`src/rtl/vjtag_cmd_parser.sv`:
```
// vjtag_cmd_parser: byte-stream command decoder behind the virtual-JTAG UART.
// A receive FIFO buffers host bytes. The parser pops them and decodes two commands:
// 'L' + hex + CR/LF sets LEDG, and 'H' + hex + CR/LF sets the 4-digit display.
// Each command is answered with a one-byte status, 'K' or 'E'.
//
// Build option: define HEX_SEG_EN to compile in the display register and the
// nibble-to-7-segment decoder. Without it, HEX0..HEX3 are blank (7'h7F), and
// 'H' commands are still parsed and acknowledged.
//
// Handshakes (valid/ready): a transfer happens on a rising m_clock edge where
// valid && ready. A source holds its data and valid until it sees that edge.
// rx_ready depends only on registered FIFO occupancy. tx_valid/tx_data are
// registered, and they stay stable until tx_ready is seen high.
`timescale 1ns/1ps
module vjtag_cmd_parser #(
    parameter int FIFO_DEPTH = 16
) (
    input  logic       m_clock,
    input  logic       p_reset,
    input  logic [7:0] rx_data,
    input  logic       rx_valid,
    output logic       rx_ready,
    output logic [7:0] tx_data,
    output logic       tx_valid,
    input  logic       tx_ready,
    output logic [9:0] LEDG,
    output logic [6:0] HEX0,
    output logic [6:0] HEX1,
    output logic [6:0] HEX2,
    output logic [6:0] HEX3,
    output logic [1:0] dbg_state_o
);

    localparam int AW = $clog2(FIFO_DEPTH);
    localparam int CW = AW + 1;
    localparam logic [CW-1:0] FULL_CNT = CW'(FIFO_DEPTH);

`ifdef HEX_SEG_EN
    localparam int ACC_W = 16;
`else
    // Only LEDG consumes the accumulator, so keep just the bits it can see.
    localparam int ACC_W = 10;
`endif

    localparam logic [7:0] CH_L  = 8'h4C;
    localparam logic [7:0] CH_H  = 8'h48;
    localparam logic [7:0] CH_CR = 8'h0D;
    localparam logic [7:0] CH_LF = 8'h0A;
    localparam logic [7:0] ST_K  = 8'h4B;
    localparam logic [7:0] ST_E  = 8'h45;

    typedef enum logic [1:0] {
        IDLE    = 2'd0,
        CMD_L   = 2'd1,
        CMD_H   = 2'd2,
        DISCARD = 2'd3
    } state_t;

    // ---------------- receive FIFO ----------------
    logic [7:0]    mem_q [FIFO_DEPTH];
    logic [AW-1:0] wr_ptr_q, wr_ptr_d;
    logic [AW-1:0] rd_ptr_q, rd_ptr_d;
    logic [CW-1:0] count_q, count_d;
    logic          push, pop;
    logic [7:0]    rd_byte;

    // ---------------- parser state ----------------
    state_t           state_q, state_d;
    logic [ACC_W-1:0] acc_q, acc_d;
    logic [2:0]       ndig_q, ndig_d;
    logic [9:0]       ledg_q, ledg_d;
    logic             tx_valid_q, tx_valid_d;
    logic [7:0]       tx_data_q, tx_data_d;
    logic             is_hex, is_term;
    logic [3:0]       nib;
    logic [2:0]       dig_limit;

    assign rx_ready = (count_q != FULL_CNT);
    assign push     = rx_valid && rx_ready;
    // The parser stalls while a status byte is still waiting for the host.
    assign pop      = (count_q != '0) && !tx_valid_q;
    assign rd_byte  = mem_q[rd_ptr_q];

    // FIFO storage write; the contents need no reset because occupancy gates reads.
    always_ff @(posedge m_clock) begin
        if (push) begin
            mem_q[wr_ptr_q] <= rx_data;
        end
    end

    // FIFO pointer and occupancy next-state; pointers wrap because the depth is a power of two.
    always_comb begin
        wr_ptr_d = wr_ptr_q;
        rd_ptr_d = rd_ptr_q;
        count_d  = count_q;
        if (push) begin
            wr_ptr_d = wr_ptr_q + AW'(1);
        end
        if (pop) begin
            rd_ptr_d = rd_ptr_q + AW'(1);
        end
        case ({push, pop})
            2'b10:   count_d = count_q + CW'(1);
            2'b01:   count_d = count_q - CW'(1);
            default: count_d = count_q;
        endcase
    end

    // FIFO pointer and occupancy registers.
    always_ff @(posedge m_clock or posedge p_reset) begin
        if (p_reset) begin
            wr_ptr_q <= '0;
            rd_ptr_q <= '0;
            count_q  <= '0;
        end else begin
            wr_ptr_q <= wr_ptr_d;
            rd_ptr_q <= rd_ptr_d;
            count_q  <= count_d;
        end
    end

    // Classify the byte at the FIFO head: hex digit (with its value) or line terminator.
    always_comb begin
        is_hex = 1'b1;
        nib    = 4'h0;
        if (rd_byte >= 8'h30 && rd_byte <= 8'h39) begin
            nib = rd_byte[3:0];
        end else if ((rd_byte >= 8'h41 && rd_byte <= 8'h46) ||
                     (rd_byte >= 8'h61 && rd_byte <= 8'h66)) begin
            nib = rd_byte[3:0] + 4'd9;
        end else begin
            is_hex = 1'b0;
        end
        is_term = (rd_byte == CH_CR) || (rd_byte == CH_LF);
    end

    assign dig_limit = (state_q == CMD_L) ? 3'd3 : 3'd4;

`ifdef HEX_SEG_EN
    logic [15:0] disp_q, disp_d;
    logic [6:0]  hex_q [4];

    function automatic logic [6:0] seg7(input logic [3:0] n);
        logic [6:0] s;
        case (n)
            4'h0: s = 7'h40;
            4'h1: s = 7'h79;
            4'h2: s = 7'h24;
            4'h3: s = 7'h30;
            4'h4: s = 7'h19;
            4'h5: s = 7'h12;
            4'h6: s = 7'h02;
            4'h7: s = 7'h78;
            4'h8: s = 7'h00;
            4'h9: s = 7'h10;
            4'hA: s = 7'h08;
            4'hB: s = 7'h03;
            4'hC: s = 7'h46;
            4'hD: s = 7'h21;
            4'hE: s = 7'h06;
            default: s = 7'h0E;
        endcase
        return s;
    endfunction
`endif

    // Parser next-state, accumulator, commit and status queuing.
    always_comb begin
        state_d    = state_q;
        acc_d      = acc_q;
        ndig_d     = ndig_q;
        ledg_d     = ledg_q;
        tx_valid_d = tx_valid_q;
        tx_data_d  = tx_data_q;
`ifdef HEX_SEG_EN
        disp_d     = disp_q;
`endif
        if (tx_valid_q && tx_ready) begin
            tx_valid_d = 1'b0;
        end
        if (pop) begin
            case (state_q)
                IDLE: begin
                    if (rd_byte == CH_L || rd_byte == CH_H) begin
                        acc_d   = '0;
                        ndig_d  = 3'd0;
                        state_d = (rd_byte == CH_L) ? CMD_L : CMD_H;
                    end else if (!is_term) begin
                        state_d = DISCARD;
                    end
                end
                CMD_L, CMD_H: begin
                    if (is_hex) begin
                        if (ndig_q == dig_limit) begin
                            state_d = DISCARD;
                        end else begin
                            acc_d  = {acc_q[ACC_W-5:0], nib};
                            ndig_d = ndig_q + 3'd1;
                        end
                    end else if (is_term) begin
                        state_d    = IDLE;
                        tx_valid_d = 1'b1;
                        if (ndig_q != 3'd0) begin
                            tx_data_d = ST_K;
                            if (state_q == CMD_L) begin
                                ledg_d = acc_q[9:0];
                            end
`ifdef HEX_SEG_EN
                            else begin
                                disp_d = acc_q;
                            end
`endif
                        end else begin
                            tx_data_d = ST_E;
                        end
                    end else begin
                        state_d = DISCARD;
                    end
                end
                default: begin
                    if (is_term) begin
                        state_d    = IDLE;
                        tx_valid_d = 1'b1;
                        tx_data_d  = ST_E;
                    end
                end
            endcase
        end
    end

    // Parser state register; reset abandons any partial command silently.
    always_ff @(posedge m_clock or posedge p_reset) begin
        if (p_reset) begin
            state_q    <= IDLE;
            acc_q      <= '0;
            ndig_q     <= 3'd0;
            ledg_q     <= 10'd0;
            tx_valid_q <= 1'b0;
            tx_data_q  <= 8'h00;
        end else begin
            state_q    <= state_d;
            acc_q      <= acc_d;
            ndig_q     <= ndig_d;
            ledg_q     <= ledg_d;
            tx_valid_q <= tx_valid_d;
            tx_data_q  <= tx_data_d;
        end
    end

`ifdef HEX_SEG_EN
    // Display value register and registered segment outputs (one cycle behind disp_q).
    always_ff @(posedge m_clock or posedge p_reset) begin
        if (p_reset) begin
            disp_q   <= 16'h0000;
            hex_q[0] <= 7'h40;
            hex_q[1] <= 7'h40;
            hex_q[2] <= 7'h40;
            hex_q[3] <= 7'h40;
        end else begin
            disp_q   <= disp_d;
            hex_q[0] <= seg7(disp_q[3:0]);
            hex_q[1] <= seg7(disp_q[7:4]);
            hex_q[2] <= seg7(disp_q[11:8]);
            hex_q[3] <= seg7(disp_q[15:12]);
        end
    end

    assign HEX0 = hex_q[0];
    assign HEX1 = hex_q[1];
    assign HEX2 = hex_q[2];
    assign HEX3 = hex_q[3];
`else
    assign HEX0 = 7'h7F;
    assign HEX1 = 7'h7F;
    assign HEX2 = 7'h7F;
    assign HEX3 = 7'h7F;
`endif

    assign LEDG        = ledg_q;
    assign tx_valid    = tx_valid_q;
    assign tx_data     = tx_data_q;
    assign dbg_state_o = state_q;

endmodule

```
`config.mk`:
```
export PLATFORM = sky130hd
export DESIGN_NAME = vjtag_cmd_parser
export DESIGN_NICKNAME = d
export VERILOG_FILES = /design/src/rtl/vjtag_cmd_parser.sv
export SDC_FILE = /design/constraint.sdc
export NUM_CORES = 1
export LEC_CHECK = 0
export ABC_CLOCK_PERIOD_IN_PS = 8430
export CORE_UTILIZATION = 40
export DETAILED_ROUTE_END_ITERATION = 7
export GPL_TIMING_DRIVEN = 0
export MAX_ROUTING_LAYER = met4
export PLACE_DENSITY = 0.71
export SLEW_MARGIN = 40
export SYNTH_ARGS = -nofsm -noshare
export SYNTH_HDL_FRONTEND = slang
export SYNTH_SLANG_ARGS = --single-unit
```
`constraint.sdc`:
```
create_clock -name m_clock -period 8.43 [get_ports m_clock]
set_clock_uncertainty 0.2 [all_clocks]
set_input_delay 1.2645 -clock m_clock [delete_from_list [all_inputs] [get_ports m_clock]]
set_output_delay 1.2645 -clock m_clock [all_outputs]
set_load 0.05 [all_outputs]
```
After elaboration in Yosys (flattened, before gate mapping):

Memories as Yosys holds them, arrays and structs flattened.
Cells that the tools add are included.

* add/subtract/negate cells: 6
* order comparisons: 6
* equal/unequal tests: 16
* multiplexer cells: 34
* bitwise operators: 2
* reductions and logical operators: 21

Operators by type and width (count)
* $mux W10: 3
* $mux W8: 3
* $pmux W10 S2: 1
* $eq A8 B4 Y1 const B: 2
* $eq A8 B7 Y1 const B: 2
* $ge A8 B7 Y1 const B: 2
* $le A8 B7 Y1 const B: 2
* $pmux W8 S2: 1
* $mux W2: 7
* $mux W3: 4
* $mux W4: 3
* $pmux W5 S2: 1
* $add A4 B1 Y4 const B: 2
* $ge A8 B6 Y1 const B: 1
* $le A8 B6 Y1 const B: 1
* $mux W1: 8
* $ne A2 B2 Y1 const B: 4
* $reduce_and A4 Y1: 2
* $logic_and A1 B1 Y1: 6
* $ne A3 B3 Y1 const B: 2
* $pmux W3 S2: 1
* $reduce_and A6 Y1: 1
* $reduce_bool A3 Y1: 2
* $add A5 B1 Y5 const B: 1
* other kinds (17): 23

* register bits after elaboration: 47
* memory bits (writable): 128
* input bits: 12
* word-level logic and storage cells: 95
* memories: 1

Memories
* mem_q: words 16, width 8, rd ports 1, clocked after memory_dff 0, write ports 1, line 60 `logic [7:0] mem_q [FIFO_DEPTH];`

Longest topological paths before layout:

An unclocked memory read counts as a cell.

* depth after elaboration: 9
* depth in mapped cells: 16
* depth with buffers taken out: 13

Worst setup path after synthesis:

Ideal clock, no wire load.

* path kind: register -> register
* start: register rd_ptr_q[1]
* end: register ledg_q[0], in the netlist LEDG[0]
* setup time: 128 ps
* data arrival time: 3205 ps
* slack: 4897 ps
* cell stages (with the launch flop): 14
* path through: dfrtp_1 buf_4 buf_4 mux4_2 o21ai_0 nand2_1 inv_1 ha_1 mux2i_1 or4b_4 nor2_1 and3_1 buf_4 mux2_1

* word-level cells in the longest chain between the ends: 8
* elaborated cells on any way between the ends: 18
* classes of those cells: order compare: 6; eq/ne: 2; mux: 2; bitwise: 1; reduce/logical: 6; memory: 1

Ends and longest elaborated chain
* start, declared: line 62 `logic [AW-1:0] rd_ptr_q, rd_ptr_d;`
* start signal, assigned: line 117 `rd_ptr_q <= rd_ptr_d;`
* $mem_v2 Z16 W8 (*)
* $ge A8 B7 Y1, or another cell as far along: line 128 `end else if ((rd_byte >= 8'h41 && rd_byte <= 8'h46) ||`
* $logic_and A1 B1 Y1 (on tied branches): line 128, 129
* $logic_or A1 B1 Y1: line 128
* $mux W1: line 128
* $mux W1: line 126 `if (rd_byte >= 8'h30 && rd_byte <= 8'h39) begin`
* $not A1 Y1 (no source line)
* $reduce_and A6 Y1 (no source line) (*)
* end signal, assigned: line 244 `ledg_q <= ledg_d;`
* end, declared: line 71 `logic [9:0] ledg_q, ledg_d;`

Every way passes the cells marked *; elsewhere a longest branch is shown, timed or not.
A chain may end at the register's enable or synchronous reset.

Final worst setup path:

* start: register rd_ptr_q[2]
* end: register ledg_q[9], in the netlist LEDG[9]

The elaborated chain is that of the path after synthesis.

==> reports/qor.txt <==
1st-iter DRT viols: 268
initial antenna violation count: 0
Final Slew Violations: 0
Util after Layout: 48.75%
Synth Flop Type: edfxtp_1
sequential-to-total area share from yosys stat: 65.27%
Skew-Pair Late Insertion Delay: 0.43 ns
Clock Path Buffers: 2
CTS tree: done
top cells by area in the synthesized netlist: edfxtp_1 51%, dfrtp_1 14%, mux4_2 7.8%, buf_4 3.7%, ha_1 3.2%
Rows: 49
Die Wd: 138.9 µm
RD Place Congestion: 0.8008
Synth Warn #: 0
status: finished, violations left
Final Setup Violations: 0
total CTS buffers: 17
Worst-path clk slew: 0.06 ns
Leak Pwr: 3.369 nW
post-synthesis xor/xnor area fraction: 1.635%
fin crit period: 4.093 ns
Final HPWL DP: 9713 µm
CORE AREA: 18,150 µm²
final hold violation count: 0
CP required: 8.53 ns
worst hold slack: 0.2857 ns
mean post-synth cell area: 16.23 µm²
critical path peak fanout: 10
CP arrival: 4.20 ns
wire per inst: 18.20 µm
Worst setup EP type: flop
simple-gate area share of the yosys netlist: 5.172%
die height: 138.9 µm
most common cell in the netlist: edfxtp_1
Post-synth EDFFs: 128
I/O Buffers: 30
ant diodes: 0
area grow syn2layout: 17.95%
Post-Syn Instances: 462
Final Net Count: 576
final setup TNS: 0 ns
root buffer cell: clkbuf_16
failing checks: DRC
GRT Util Overall: 16.49%
routed vias: 4,001
hold_buf cts: 0
first-pass GRT wire length: 22,570 µm
post-synthesis compound-gate area fraction: 4.521%
RSZ-0062 raised after global routing: no
main combinational cell family by area after synthesis: multiplexers
post-synth top area share: 51.25%
Max VDD drop: 0.1826 mV
ys async rst share: 24.71%
Adder-Cell Fraction of Synth Area: 3.437%
Mapped Area: 7500 µm²
PD cells: 349.0 nW/µm²
Setup Crit Path Kind: reg -> reg
part of the cycle the worst path needs: 48.55%
synthesized flop and latch total: 170
count of different cell masters after synthesis: 57
total gr overflow: 0
CTS Sinks: 170
worst min-delay path class: reg -> reg
worst-margin pin slew: 0.7588 ns
I/O pin cnt: 62
Post-synth top cells: 128 x edfxtp_1, 42 x dfrtp_1, 37 x buf_4, 26 x mux4_2, 21 x inv_1
Initial Util: 41.33%
share of layout cells above drive strength 1: 24.96%
# DRC: 11
CTS H-tree lvls: 4
Post-CTS Setup Bufs: 0
largest net degree at the start of global routing: 43
first drt pass iteration count: 8
vias in the first global route: 3,921
Slew headroom: 49.36%
post-synthesis mux area share: 13.76%
max-cap viol count: 0
drt total wl: 14,300 µm
die area: 19,300 µm²
vias per cell: 5.090
Detail Route Antenna Nets: 0
largest area contributor in the netlist: edfxtp_1
PostCTS Resize Cnt: 0
FMAX: 0.2443 GHz
Worst setup SP type: flop
critical path, stage by stage (launching register included):
cell and delay [ns]:
dfrtp_1 0.32, buf_2 0.20, buf_2 0.33, buf_2 0.34, mux4_2 0.35, o21ai_0 0.23, nand2_1 0.15, inv_1 0.15
ha_1 0.21, mux2i_1 0.09, or4b_4 0.55, nor2_1 0.14, and3_1 0.17, buf_4 0.18, mux2_1 0.34
cells by family (layout without fill, tap and decap cells):
group,count (synthesis),after routing
other,2,31
muxes,62,62
adders and majority gates,20,20
DFF,170,170
buffers and inverters,73,139
AOI/OAI and AO/OA,45,45
and+or+nand+nor,76,76
xor gates and xnor gates,14,14
sequential cells by signal, indices dropped and copies added, names as in the netlist:
register / flops
acc_q: 10
wr_ptr_q: 4
mem_q: 128
LEDG: 10
rd_ptr_q: 4
tx_valid: 1
dbg_state_o: 2
tx_data: 3
count_q: 5
ndig_q: 3
power breakdown:
group | total (mW) | switching, mW | leakage [nW] | internal (mW)
Clock | 0.755 | 0.321 | 0.277 | 0.435
Combinational | 1.23 | 0.708 | 1.39 | 0.522
Sequential | 1.10 | 0.0655 | 1.70 | 1.04
cell type report:
cell class | instances | area (µm²)
Fill cell | 1506 | 9301
Timing Repair Buffer | 34 | 327.8
Tap cell | 229 | 286.5
Clock buffer | 17 | 425.4
Clock inverter | 15 | 145.1
Multi-Input combinational cell | 248 | 2306
Inverter | 22 | 85.08
Buffer | 51 | 375.4
Sequential cell | 170 | 4895
per-layer routing:
metal  vias up  routed length, µm  GRT usage, %
met3        19               1052         4.247
met1      1982               5997         20.02
met4         0                240         5.906
li1       1843                  -             -
met5         -                  0             -
met2       157               7014         26.66
cells in the final DEF, fill, tap and decap left out, types with 5 or more instances in the layout:
| cell type | n |
|---|---|
| mux2_2 | 5 |
| mux4_2 | 26 |
| o21ai_0 | 11 |
| buf_4 | 40 |
| nand4_1 | 5 |
| ha_1 | 19 |
| xnor2_1 | 12 |
| nor2_2 | 12 |
| a21oi_1 | 5 |
| nand3_1 | 7 |
| dfrtp_1 | 42 |
| clkdlybuf4s50_1 | 30 |
| mux2_1 | 12 |
| a22o_1 | 11 |
| nand2_1 | 19 |
| nor3_2 | 5 |
| conb_1 | 31 |
| inv_1 | 20 |
| buf_2 | 6 |
| nor2_1 | 8 |
| edfxtp_1 | 128 |
| mux2i_1 | 15 |
| clkbuf_16 | 17 |
stage by stage:
step                      std cells  cell area [µm²]  setup WS, ns  total power [mW]
after floorplan                 491             7609         4.897             2.037
after global placement          750             8195         4.092             2.292
after detailed placement        754             8275         4.329             2.355
after CTS                       786             8846         4.295             3.106
after global routing            786             8846         4.051             3.258
final                           786             8846         4.337             3.088
final timing paths:
check | cells after the start | slack [ns] | end | startpoint
worst max register to register | 14 | 4.34 | LEDG[9] | rd_ptr_q[2]
worst max-delay path | 14 | 4.34 | LEDG[9] | rd_ptr_q[2]
worst min register to register | 1 | 0.29 | LEDG[7] | LEDG[7]
worst min-delay path | 1 | 0.29 | LEDG[7] | LEDG[7]
max in group asynchronous | 2 | 6.62 | LEDG[6] | p_reset
min in group asynchronous | 2 | 1.05 | wr_ptr_q[0] | p_reset
Power figures use the tool's default switching activity.
